==> src/rtl/key_scan_ctrl.sv <==
// key_scan_ctrl: synchronises and debounces NUM_KEYS buttons, classifies press/long/release
// events and queues them through a round-robin arbiter into a valid/ready event FIFO.
module key_scan_ctrl #(
    parameter int NUM_KEYS       = 4,
    parameter int TICK_CYCLES    = 65_000,
    parameter int DEBOUNCE_TICKS = 20,
    parameter int LONG_TICKS     = 1000,
    parameter bit DEFAULT_VALUE  = 1'b0,
    parameter int FIFO_DEPTH     = 4
) (
    input  logic                                        clk,
    input  logic                                        rst_n,
    input  logic [NUM_KEYS-1:0]                         ikey,
    output logic                                        ev_valid,
    input  logic                                        ev_ready,
    output logic [(NUM_KEYS>1?$clog2(NUM_KEYS):1)-1:0]  ev_key,
    output logic [1:0]                                  ev_code,
    output logic [NUM_KEYS-1:0]                         key_level,
    output logic                                        ovf,
    input  logic                                        ovf_clr
);
    localparam int KW   = NUM_KEYS > 1 ? $clog2(NUM_KEYS) : 1;
    localparam int MAXT = DEBOUNCE_TICKS > LONG_TICKS ? DEBOUNCE_TICKS : LONG_TICKS;
    localparam int CW   = MAXT > 1 ? $clog2(MAXT) : 1;
    localparam int PW   = TICK_CYCLES > 1 ? $clog2(TICK_CYCLES) : 1;
    localparam int AW   = FIFO_DEPTH > 1 ? $clog2(FIFO_DEPTH) : 1;
    localparam int NW   = $clog2(FIFO_DEPTH + 1);
    localparam logic [1:0] EV_PRESS = 2'b01, EV_LONG = 2'b10, EV_REL = 2'b11;

    typedef enum logic [2:0] {IDLE, PRESS_WAIT, PRESSED, HELD, REL_WAIT} state_t;

    logic [NUM_KEYS-1:0] sync1, sync2, active;
    logic [PW-1:0]       presc;
    logic                tick;
    state_t              st [NUM_KEYS];
    state_t              st_n [NUM_KEYS];
    logic [CW-1:0]       cnt [NUM_KEYS];
    logic [CW-1:0]       cnt_n [NUM_KEYS];
    logic [1:0]          rcode [NUM_KEYS];
    logic [1:0]          pend_c [NUM_KEYS];
    logic [NUM_KEYS-1:0] long_done, ld_n, raise, pend_v, gnt, occ;
    logic [KW-1:0]       rr, gidx;
    logic                gv, push_ok, pop, full;
    logic [KW-1:0]       mem_k [FIFO_DEPTH];
    logic [1:0]          mem_c [FIFO_DEPTH];
    logic [AW-1:0]       wr, rd;
    logic [NW-1:0]       count;

    assign active   = sync2 ^ {NUM_KEYS{DEFAULT_VALUE}};
    assign tick     = presc == PW'(TICK_CYCLES - 1);
    assign full     = count == NW'(FIFO_DEPTH);
    assign ev_valid = count != '0;
    assign pop      = ev_valid & ev_ready;
    assign push_ok  = ~full | ev_ready;
    assign ev_key   = mem_k[rd];
    assign ev_code  = mem_c[rd];
    // a slot being drained this cycle can accept a new event without loss
    assign occ      = pend_v & ~gnt;

    always_comb begin
        for (int k = 0; k < NUM_KEYS; k++) begin
            st_n[k]  = st[k];
            cnt_n[k] = cnt[k];
            ld_n[k]  = long_done[k];
            raise[k] = 1'b0;
            rcode[k] = EV_PRESS;
            case (st[k])
                IDLE: if (active[k]) begin
                    st_n[k]  = PRESS_WAIT;
                    cnt_n[k] = '0;
                end
                PRESS_WAIT: if (!active[k]) st_n[k] = IDLE;
                else if (cnt[k] == CW'(DEBOUNCE_TICKS - 1)) begin
                    st_n[k]  = PRESSED;
                    cnt_n[k] = '0;
                    ld_n[k]  = 1'b0;
                    raise[k] = 1'b1;
                end else cnt_n[k] = cnt[k] + 1'b1;
                PRESSED: if (!active[k]) begin
                    st_n[k]  = REL_WAIT;
                    cnt_n[k] = '0;
                end else if (cnt[k] == CW'(LONG_TICKS - 1)) begin
                    st_n[k]  = HELD;
                    ld_n[k]  = 1'b1;
                    raise[k] = 1'b1;
                    rcode[k] = EV_LONG;
                end else cnt_n[k] = cnt[k] + 1'b1;
                HELD: if (!active[k]) begin
                    st_n[k]  = REL_WAIT;
                    cnt_n[k] = '0;
                end
                REL_WAIT: if (active[k]) begin
                    st_n[k]  = long_done[k] ? HELD : PRESSED;
                    cnt_n[k] = long_done[k] ? cnt[k] : '0;
                end else if (cnt[k] == CW'(DEBOUNCE_TICKS - 1)) begin
                    st_n[k]  = IDLE;
                    raise[k] = 1'b1;
                    rcode[k] = EV_REL;
                end else cnt_n[k] = cnt[k] + 1'b1;
                default: st_n[k] = IDLE;
            endcase
        end
    end

    always_comb begin
        int j;
        gv   = 1'b0;
        gidx = '0;
        for (int i = 0; i < NUM_KEYS; i++) begin
            j = int'(rr) + i;
            j = j >= NUM_KEYS ? j - NUM_KEYS : j;
            if (!gv && pend_v[j] && push_ok) begin
                gv   = 1'b1;
                gidx = KW'(j);
            end
        end
        gnt = gv ? NUM_KEYS'(1) << gidx : '0;
    end

    always_ff @(posedge clk or negedge rst_n) begin
        if (!rst_n) begin
            sync1     <= {NUM_KEYS{DEFAULT_VALUE}};
            sync2     <= {NUM_KEYS{DEFAULT_VALUE}};
            presc     <= '0;
            long_done <= '0;
            key_level <= '0;
            pend_v    <= '0;
            ovf       <= 1'b0;
            rr        <= '0;
            wr        <= '0;
            rd        <= '0;
            count     <= '0;
            for (int k = 0; k < NUM_KEYS; k++) begin
                st[k]     <= IDLE;
                cnt[k]    <= '0;
                pend_c[k] <= '0;
            end
            for (int d = 0; d < FIFO_DEPTH; d++) begin
                mem_k[d] <= '0;
                mem_c[d] <= '0;
            end
        end else begin
            sync1 <= ikey;
            sync2 <= sync1;
            presc <= tick ? '0 : presc + 1'b1;
            for (int k = 0; k < NUM_KEYS; k++) begin
                if (tick) begin
                    st[k]        <= st_n[k];
                    cnt[k]       <= cnt_n[k];
                    long_done[k] <= ld_n[k];
                    key_level[k] <= st_n[k] == PRESSED || st_n[k] == HELD || st_n[k] == REL_WAIT;
                end
                if (gnt[k]) pend_v[k] <= 1'b0;
                if (tick && raise[k] && !occ[k]) begin
                    pend_v[k] <= 1'b1;
                    pend_c[k] <= rcode[k];
                end
            end
            if (tick && |(raise & occ)) ovf <= 1'b1;
            else if (ovf_clr) ovf <= 1'b0;
            if (gv) begin
                mem_k[wr] <= gidx;
                mem_c[wr] <= pend_c[gidx];
                wr        <= wr == AW'(FIFO_DEPTH - 1) ? '0 : wr + 1'b1;
                rr        <= gidx == KW'(NUM_KEYS - 1) ? '0 : gidx + 1'b1;
            end
            if (pop) rd <= rd == AW'(FIFO_DEPTH - 1) ? '0 : rd + 1'b1;
            count <= count + NW'(gv) - NW'(pop);
        end
    end
endmodule
==> config.mk <==
export PLATFORM = sky130hd
export DESIGN_NAME = key_scan_ctrl
export DESIGN_NICKNAME = d
export VERILOG_FILES = /design/src/rtl/key_scan_ctrl.sv
export SDC_FILE = /design/constraint.sdc
export NUM_CORES = 1
export LEC_CHECK = 0
export ABC_AREA = 1
export BUFFER_PORTS_ARGS = -buffer_cell sky130_fd_sc_hd__buf_2
export CAP_MARGIN = 20
export CORE_AREA = 2 2 137 139
export CTS_BUF_LIST = sky130_fd_sc_hd__clkbuf_8
export CTS_CLUSTER_SIZE = 25
export DETAILED_ROUTE_END_ITERATION = 10
export DIE_AREA = 0 0 139 141
export PLACE_DENSITY = 0.7
export SYNTH_ARGS = -nofsm -noshare
export SYNTH_HDL_FRONTEND = slang
export SYNTH_SLANG_ARGS = --single-unit
==> constraint.sdc <==
create_clock -name clk -period 2.1 [get_ports clk]
set_input_delay 0.315 -clock clk [delete_from_list [all_inputs] [get_ports clk]]
set_output_delay 0.315 -clock clk [all_outputs]
set_load 0.1 [all_outputs]
Yosys cells after proc, flatten, opt, wreduce, memory -nomap -nowiden
Index checks and enable logic that the tools add are counted.
- input bits: 8
- register bits: 122
- output and inout port bits: 10
- logic and storage cells: 408
- add/sub/neg operators: 17
- shift operators: 1
- bitwise logic cells: 9
- reduce and logical (&&, ||, !) cells: 59
- order comparisons: 12
- equal/unequal tests: 77
- multiplexer cells: 196
- operators with widths (kind ; count):
    10-bit two-way mux ; 36
    10-bit case mux with 5 select lines ; 4
    32-bit by 4-bit < comparator with 1-bit output, second input constant ; 4
    32-bit two-way mux ; 4
    3-bit two-way mux ; 32
    1-bit two-way mux ; 62
    2-bit two-way mux ; 30
    3-bit case mux with 5 select lines ; 4
    3-bit by 2-bit equality test with 1-bit output, second input constant ; 16
    2-bit inequality test, second input constant ; 24
    10-bit by 1-bit adder with 10-bit output, second input constant ; 4
    10-bit equality test, second input constant ; 4
    10-bit by 5-bit equality test with 1-bit output, second input constant ; 4
    3-bit inequality test, second input constant ; 12
    8-bit AND reduction ; 4
    3-bit equality test, second input constant ; 9
    6-bit AND reduction ; 4
    5-bit nonzero test ; 4
    3-bit >= comparator, second input constant ; 6
    2-bit nonzero test ; 9
    1-bit logical AND ; 17
    16-bit by 1-bit adder with 16-bit output, second input constant ; 1
    8-bit bitwise mux ; 2
    16-bit equality test, second input constant ; 1
    31 further kinds ; 74

Logic depth before layout (Yosys ltp)
Gate-level depths: netlist of the first run.
- word-level depth: 27
- depth in mapped cells: 18
- depth with buffers taken out: 17

Worst setup path after synthesis of the first run
No wires, ideal clock.
- path type: reg2out
- start point: register rd[0]
- end point: output ev_code[0]
- stages on the path, launching flop included: 5
- setup slack: -485 ps
- arrival: 2270 ps
- path buffers: 1
- required time: 1785 ps
- cells stage by stage: dfrtp_1 -> clkbuf_1 -> inv_1 -> o21ai_0 -> o22ai_1
- word-level cells in the longest chain between the ends: 4
- RTL lines (item ; line ; RTL):
    from (decl) ; 46 ; logic [AW-1:0] wr, rd;
    from (signal assigned) ; 167 ; if (pop) rd <= rd == AW'(FIFO_DEPTH - 1) ? '0 : rd + 1'b1;
    2-bit inverter with 3-bit output (implied by the code) ; 56 ; assign ev_code = mem_c[rd];
    2-bit binary-select mux with 2-bit select ; 56 ;
    2-bit two-way mux (implied by the code) (2 in series) ; 56 ;
    to (decl) ; 17 ; output logic [1:0] ev_code,
No other way between the ends. The select of a mux whose other input is x is not followed.

Worst setup path after layout of the first run
- start point: register rr[0]
- end point: register pend_c[6] in the netlist's numbering
- word-level cells in the longest chain between the ends: 25
- elaborated cells between the ends (all ways): 51
- those cells by class: add/sub (7); order compare (4); shift (1); mux (25); bitwise (2); reduce/logical (12)
- RTL lines (item ; line ; RTL):
    from (decl) ; 42 ; logic [KW-1:0] rr, gidx;
    from (signal assigned) ; 165 ; rr <= gidx == KW'(NUM_KEYS - 1) ? '0 : gidx + 1'b1;
    branches (longest 18 deep; another with 3-bit by 3-bit subtractor with 4-bit output) ; -- ;
    2-bit two-way mux (*) ; 112 ; if (!gv && pend_v[j] && push_ok) begin
    net gidx[0] ; 42 ;
    1-bit by 2-bit left shift with 4-bit output (*) ; 117 ; gnt = gv ? NUM_KEYS'(1) << gidx : '0;
    4-bit two-way mux (*) ; 117 ;
    4-bit inverter (*) ; 58 ; assign occ = pend_v & ~gnt;
    4-bit AND (*) ; 58 ;
    1-bit zero test (*) ; 154 ; if (tick && raise[k] && !occ[k]) begin
    1-bit logical AND (*) ; 154 ;
    to (signal, indexed assignment) ; 156 ; pend_c[k] <= rcode[k];
    to (decl) ; 40 ; logic [1:0] pend_c [NUM_KEYS];
Mark *: on every way through the listed nets, which the timed path passes. The select of a mux whose other input is x is not followed.
A chain may end at the register's enable or synchronous reset.

==> results of run 1 <==
[layout make-up]
class                           instances  area (um2)  share of cell area
Clock buffer                           21         289              0.0292
Clock inverter                         11         141              0.0143
Inverter                              161         609              0.0617
Multi-Input combinational cell        826        4570               0.463
Sequential cell                       122        3060               0.309
Tap cell                              234         293              0.0296
Timing Repair Buffer                  111         918              0.0929
[flip-flops by register name (all words and copies together), names as in the netlist]
| name | flops |
|---|---|
| cnt | 40 |
| long_done | 4 |
| pend_v | 4 |
| mem_c | 8 |
| count | 3 |
| rr | 2 |
| rd | 2 |
| st | 12 |
| key_level | 4 |
| active | 4 |
| pend_c | 8 |
| mem_k | 8 |
| ovf | 1 |
| presc | 16 |
| wr | 2 |
| sync1 | 4 |
[worst reg2reg max path, delay by kind of cell, from the launching register on]
family          cells  cell delay [ns]
buf+inv             4             0.35
compound gates      3             0.38
fa+ha+maj           1             0.20
simple gates        7             0.67
flops               1             0.47
[worst max path at each step]
stage | from | to | slack [ns] | cells after the start
final | rr[0] | pend_c[6] | -0.06 | 15
after global routing | rr[0] | pend_c[3] | -0.27 | 16
after CTS | rr[0] | pend_c[6] | 0.0007 | 15
after detailed placement | rr[0] | pend_c[1] | -0.18 | 16
after global placement | rr[0] | ovf | -0.05 | 16
after floorplan | rr[0] | pend_c[6] | 0.008 | 14
[metal layers]
layer	vias up	share of wire	GRT usage
li1	3996	-	-
met1	3738	0.45	0.279
met2	234	0.48	0.336
met3	59	0.048	0.0346
met4	0	0.028	0.0957
met5	-	0	0
[kinds of logic after synthesis]
logic type,synth area share
AO/OA/AOI/OAI,0.120
buffers and inverters,0.0928
AND/OR/NAND/NOR,0.354
flip-flops,0.381
multiplexers,0.00265
adder cells (fa/ha/maj),0.0275
XOR/XNOR,0.0218
[through the flow]
step,setup WS [ns],instances,setup TNS (ns),util,total power [mW]
final,-0.0603,1486,-0.355,0.541,9.83
after global placement,-0.0507,1413,-0.291,0.480,6.39
after floorplan,0.00755,1135,0,-,5.43
after global routing,-0.268,1486,-4.12,0.541,10.5
after detailed placement,-0.182,1413,-1.51,0.480,6.46
after CTS,0.000710,1454,0,0.513,9.10
[synth_stat cells, types with 2 or more instances]
cell type / number / area (um2)
a211oi_1: 2 / 15.0
a21oi_1: 29 / 145
a31oi_1: 4 / 25.0
buf_2: 6 / 30.0
buf_4: 2 / 15.0
clkbuf_1: 16 / 60.1
dfrtp_1: 122 / 3050
ha_1: 16 / 200
inv_1: 157 / 589
inv_4: 2 / 12.5
nand2_1: 258 / 968
nand2_2: 6 / 37.5
nand3_1: 139 / 696
nand3_2: 5 / 50.1
nand4_1: 36 / 225
nand4_2: 2 / 25.0
nor2_1: 104 / 390
nor2_2: 3 / 18.8
nor2_4: 2 / 22.5
nor3_1: 43 / 215
nor4_1: 15 / 93.8
o2111ai_1: 2 / 17.5
o211ai_1: 9 / 67.6
o21a_1: 3 / 22.5
o21ai_0: 86 / 430
o21ai_1: 3 / 15.0
o21bai_2: 2 / 22.5
o22ai_1: 6 / 37.5
o31ai_1: 15 / 113
xor2_1: 19 / 166
[cells in the final DEF, fill, tap and decap left out, drive strengths merged]
master,netlist,final
o21bai,3,3
o22ai,6,6
a41oi,1,1
a22o,1,1
o21ai,89,89
o31ai,15,15
a211oi,2,2
bufinv,0,3
nor2,109,109
nand3b,1,1
clkbuf,18,23
o21a,3,3
o2111ai,2,2
buf,9,104
clkinv,1,5
mux2i,1,1
a22oi,1,1
mux2,1,1
nor3,45,45
clkinvlp,0,3
nand3,144,144
xnor2,1,1
inv,160,161
nand2,265,265
o211ai,9,9
a31oi,4,4
nand4,39,40
a21oi,30,30
xor2,19,19
ha,16,16
fa,1,1
nor4,17,17
dfrtp,122,122
dlygate4sd3,0,5
[power by group]
part | switching (mW) | internal, mW | leakage (nW)
combinational | 2.94 | 1.78 | 3.09
sequential | 0.204 | 2.62 | 1.62
clock | 0.993 | 1.30 | 0.214
[what timing repair did]
item	CTS	global route
setup endpoints to repair	25	59
hold buffers	5	0
resized for setup	27	68
endpoints found under the hold margin	28	0
pin swaps	9	25
setup buffers	4	27
cloned	0	5
==> metrics.md, run 1 <==
| Metric | Value |
|---|---|
| Status | finished with violations |
| Failing checks | negative setup slack |
| Boundary pin count | 18 |
| Slowest stage cell, crit path | dfrtp_2 |
| # clock sinks | between 100 and 150 |
| Cell Area, Synth | between 0.008 and 0.009 mm2 |
| Hold Crit Endpoint | ovf |
| Hold Crit Depth | 4 |
| Core area | 0.0183 mm2 |
| Cts bufs inserted | 17 |
| Pwr dens | between 900 and 1000 mW/mm2 |
| Cell variety after synth | 51 |
| Global route total overflow | 0 |
| RSZ-0062 raised after global routing | true |
| First-pass GRT wire length | between 30000 and 40000 um |
| Die extent in x | approximately 140 um |
| Final WL | 21000 um |
| Share of cells above drive strength 1 | 0.188 |
| Placed Area | around 0.0088 mm2 |
| Reg clk slew, reported paths | roughly 0.07 ns |
| Clock root cell | clkbuf_8 |
| Max Clk Rate | around 0.46 GHz |
| Critical Path AT | 2.52 ns |
| CTS tree | yes |
| Vias in the first global route | roughly 7300 |
| Slew Limit Fails | 0 |
| Drt initial violations | 499 |
| WP buf/inv | 4 |
| Leak | 4.92 nW |
| Min-Delay Path Class | input pin to flip-flop |
| Nets | 1264 |
| Worst r2r src | rr[0] |
| Cell area after layout | between 0.009 and 0.01 mm2 |
| Max_cap viols | 0 |
| Chip height | around 140 um |
| Gpl congestion | between 0.9 and 1 |
| Initial antenna violation count | 0 |
| Ys flop type | dfrtp_1 |
| Largest net degree at the start of global routing | 52 |
| Final hold vios | 0 |
| Crit-path leading delay family | simple AND/OR/NAND/NOR gates |
| Final Skew | between 0.01 and 0.015 ns |
| Slew margin rel. | 0.673 |
| Vias | between 8000 and 9000 |
| Final ANT Viol Nets | 0 |
| Cell breakdown of the critical path | buf_4 -> nand2_4 -> nand3_4 -> nand3_4 -> inv_2 -> a21oi_2 -> nand3_2 -> nand2_4 -> inv_2 -> ha_1 -> a21oi_2 -> inv_1 -> nand3_2 -> nand2_1 -> o21ai_0 |
| Avg Synthesized Cell Area | 7.07 um2 |
| Setup WS post-layout | -0.0603 ns |
| Row Count | 50 |
| Fillers | ~1700 |
| Max VDD drop | about 1300 uV |
| Mapped Nets | roughly 1200 |
| Initial Utilization | 0.439 |
| DRT Pass-1 Iters | 5 |
| DR vias/cell | 5.40 |
| Crit path kind | flip-flop to flip-flop |
| R2r worst-path depth | 15 |
| Antenna fix cells | 0 |
| Tightest Pin Transition | between 0.4 and 0.5 ns |
| Register area share after synthesis | 0.381 |
| Flop2flop setup slack | -0.06 ns |
| Critical Path Start Type | flip-flop |
| CP Data Required Time | ~2.5 ns |
| Crit path time final | approximately 2.2 ns |
| Setup Viol. Count Final | 17 |
| Clock buffer depth | 2 |
| Crit end category | flip-flop |
| Max incr delay on CP | approximately 0.47 ns |
| CTS H-Tree Depth | 4 |
| I/O Buffers | 17 |
| Gr usage total | 0.209 |
| Clk_lat worst skew | 0.45 ns |
| Post-synth EDFFs | 0 |
| Area grow syn2layout | 23.2% |
| Asr flop ratio synth | 1.00 |
| Crit Path Max Fanout | 7 |
| Hold_sp | ovf_clr |
| Die area | between 0.015 and 0.02 mm2 |
| Hold WS | 0.174 ns |
| Post-DP HPWL | around 14000 um |
| R2R Path End | pend_c[6] |
| Residual DRC | 0 |
| Final period utilization | 1.03 |
| Synth Instances | 1135 |
| Routed len/inst | 14.1 um |
| Number of synthesized register bits | 122 |
| YS warnings | 0 |
Power figures use the tool's default switching activity.
==> run 2: changes to the inputs <==
--- a/config.mk
+++ b/config.mk
@@ -8,12 +8,12 @@
 export ABC_AREA = 1
 export BUFFER_PORTS_ARGS = -buffer_cell sky130_fd_sc_hd__buf_2
 export CAP_MARGIN = 20
-export CORE_AREA = 2 2 137 139
+export CORE_AREA = 2 2 162 164
 export CTS_BUF_LIST = sky130_fd_sc_hd__clkbuf_8
 export CTS_CLUSTER_SIZE = 25
 export DETAILED_ROUTE_END_ITERATION = 10
-export DIE_AREA = 0 0 139 141
-export PLACE_DENSITY = 0.7
+export DIE_AREA = 0 0 164 166
+export PLACE_DENSITY = 0.55
 export SYNTH_ARGS = -nofsm -noshare
 export SYNTH_HDL_FRONTEND = slang
 export SYNTH_SLANG_ARGS = --single-unit
==> run 2 against run 1 <==
The run still ends with negative setup slack left; non-clock buffer count increased by 2; utilization fell by 15 points; clock-buffer cell count fell by 4; via count down 1.9%; critical endpoint is now pend_c[3]; largest cell class unchanged.
==> metrics.md, run 2 (synthesized netlist as in run 1, its figures left out) <==
| Metric | Value |
|---|---|
| Status | finished with violations |
| Failing checks | negative setup slack |
| Grt peak-use layer | met2 |
| Setup WS post-layout | -0.0173 ns |
| R2R Path End | pend_c[3] |
| Final hold vios | 0 |
| Residual DRC | 0 |
| R2r worst-path depth | 16 |
| Clock root cell | clkbuf_8 |
| Top Registers | cnt (40), presc (16), st (12) |
| Die extent in x | ~160 um |
| Critical Path Start Type | flip-flop |
| Met3 Track Usage GR | 0.0310 |
| Vias in the first global route | 7437 |
| GR met2 Demand/Resource | 0.261 |
| Crit-path leading delay family | simple AND/OR/NAND/NOR gates |
| Cell area after layout | 0.00990 mm2 |
| Initial antenna violation count | 0 |
| Tightest Pin Transition | about 0.5 ns |
| CP dominant cell by count | nand2_2 |
| Gpl congestion | approximately 0.86 |
| CTS tree | yes |
| Final ANT Viol Nets | 0 |
| Slowest stage cell, crit path | dfrtp_2 |
| Vias | ~8000 |
| Global route total overflow | 0 |
| Final WL | around 21000 um |
| Placed cells | around 1500 |
| Most frequent cells in the layout | nand2_1 (242), inv_1 (150), nand3_1 (126) |
| Crit end category | flip-flop |
| Row Count | 59 |
| Routed len/inst | between 10 and 15 um |
| Share of cells above drive strength 1 | 0.187 |
| Fillers | approximately 2700 |
| DP Worst Slack | -0.153 ns |
| Crit Path Max Fanout | 8 |
| Core area | 0.0256 mm2 |
| Nets | between 1000 and 1500 |
| Max_cap viols | 0 |
| Register area | 0.00306 mm2 |
| Finished Layout Cells | roughly 1600 |
| I/O Buffers | 17 |
| Gr usage total | 0.157 |
| Final Skew | about 0.011 ns |
| Crit path kind | flip-flop to flip-flop |
| Final period utilization | 1.01 |
| Flop2flop setup slack | -0.02 ns |
| Max VDD drop | 1030 uV |
| Clk_lat worst skew | roughly 0.46 ns |
| Chip height | roughly 170 um |
| Clock buffer depth | 2 |
| Leak | 4.88 nW |
| Post-DP HPWL | between 15000 and 20000 um |
| Total design power | 9.34 mW |
| Die area | roughly 0.027 mm2 |
| Worst r2r src | rr[0] |
| First-pass GRT wire length | 35400 um |
| Drt initial violations | 683 |
| Hold Crit Depth | 4 |
| Cell breakdown of the critical path | inv_4 -> nand2_1 -> nand2_2 -> nand2_2 -> inv_1 -> nor2_2 -> nand2_1 -> o21ai_1 -> nor2_1 -> nor2_2 -> ha_2 -> nand2_2 -> nand2_2 -> nand4_1 -> nor2_1 -> a21oi_1 |
| Boundary pin count | 18 |
| Max incr delay on CP | around 0.45 ns |
| M1 GR Usage | 0.210 |
| Hold_sp | ovf_clr |
| Max Clk Rate | 0.472 GHz |
| Placed Area | just under 0.009 mm2 |
| # clock sinks | 122 |
| Reg clk slew, reported paths | approximately 0.080 ns |
| Setup Viol. Count Final | 2 |
| Max reg flops | 40 |
| Crit path time final | between 2 and 2.5 ns |
| DRT Pass-1 Iters | 5 |
| Biggest register | cnt |
| DR vias/cell | just under 5 |
| WP buf/inv | 2 |
| Largest net degree at the start of global routing | 40 |
| Most common cell after layout, fill and taps aside | nand2_1 |
| CTS H-Tree Depth | 4 |
| Initial Utilization | 0.313 |
| Cts bufs inserted | 17 |
| Area of the multi-input gates | approximately 0.0045 mm2 |
| Area grow syn2layout | 23.4% |
| Min-Delay Path Class | input pin to flip-flop |
| Pwr dens | between 900 and 1000 mW/mm2 |
| Antenna fix cells | 0 |
| RSZ-0062 raised after global routing | true |
| Critical Path AT | roughly 2.5 ns |
| Hold Crit Endpoint | ovf |
| CP Data Required Time | about 2.4 ns |
| Hold WS | 0.159 ns |
| Slew Limit Fails | 0 |
| Slew margin rel. | 0.670 |
## run 2: power breakdown
group	switching, mW	internal (mW)
combinational	2.70	1.58
sequential	0.220	2.62
clock	1.05	1.17
total	3.96	5.38
## run 2: final cells by class
| type | count | share of cell area |
|---|---|---|
| Timing Repair Buffer | 113 | 0.0908 |
| Sequential cell | 122 | 0.309 |
| Clock buffer | 17 | 0.0236 |
| Inverter | 161 | 0.0620 |
| Multi-Input combinational cell | 826 | 0.455 |
| Tap cell | 335 | 0.0424 |
| Clock inverter | 15 | 0.0178 |
## run 2: how the worst max path moves through the flow
stage | to | depth (start not counted) | startpoint | slack, ns
after floorplan | pend_c[6] | 14 | rr[0] | 0.008
after global placement | ovf | 16 | rr[0] | -0.09
after detailed placement | pend_c[3] | 16 | rr[0] | -0.15
after CTS | pend_c[3] | 15 | rr[0] | -0.03
after global routing | pend_c[3] | 16 | rr[0] | -0.24
final | pend_c[3] | 16 | rr[0] | -0.02
## run 2: through the flow
stage | util | TNS, ns
global route | 0.386 | -2.79
CTS | 0.372 | -0.0522
global placement | 0.349 | -0.531
detailed placement | 0.349 | -1.48
finish | 0.386 | -0.0231
floorplan | - | 0
## run 2: routing by layer
metal / wire length (um) / up-vias
met5: 0 / -
met4: 238 / 0
met3: 855 / 21
met2: 10200 / 174
met1: 10000 / 3677
li1: - / 4001
## run 2: timing repair
action	4_1_cts	5_1_grt
pin swaps	15	24
setup endpoints to repair	24	51
endpoints found under the hold margin	40	0
cloned	0	4
buffers inserted	2	24
resized for setup	35	44
hold buffers	5	0
## run 2: worst min-delay path, stage by stage
cell	delay, ns
buf_2	0.07
inv_1	0.03
nand2_1	0.10
nand2_1	0.06
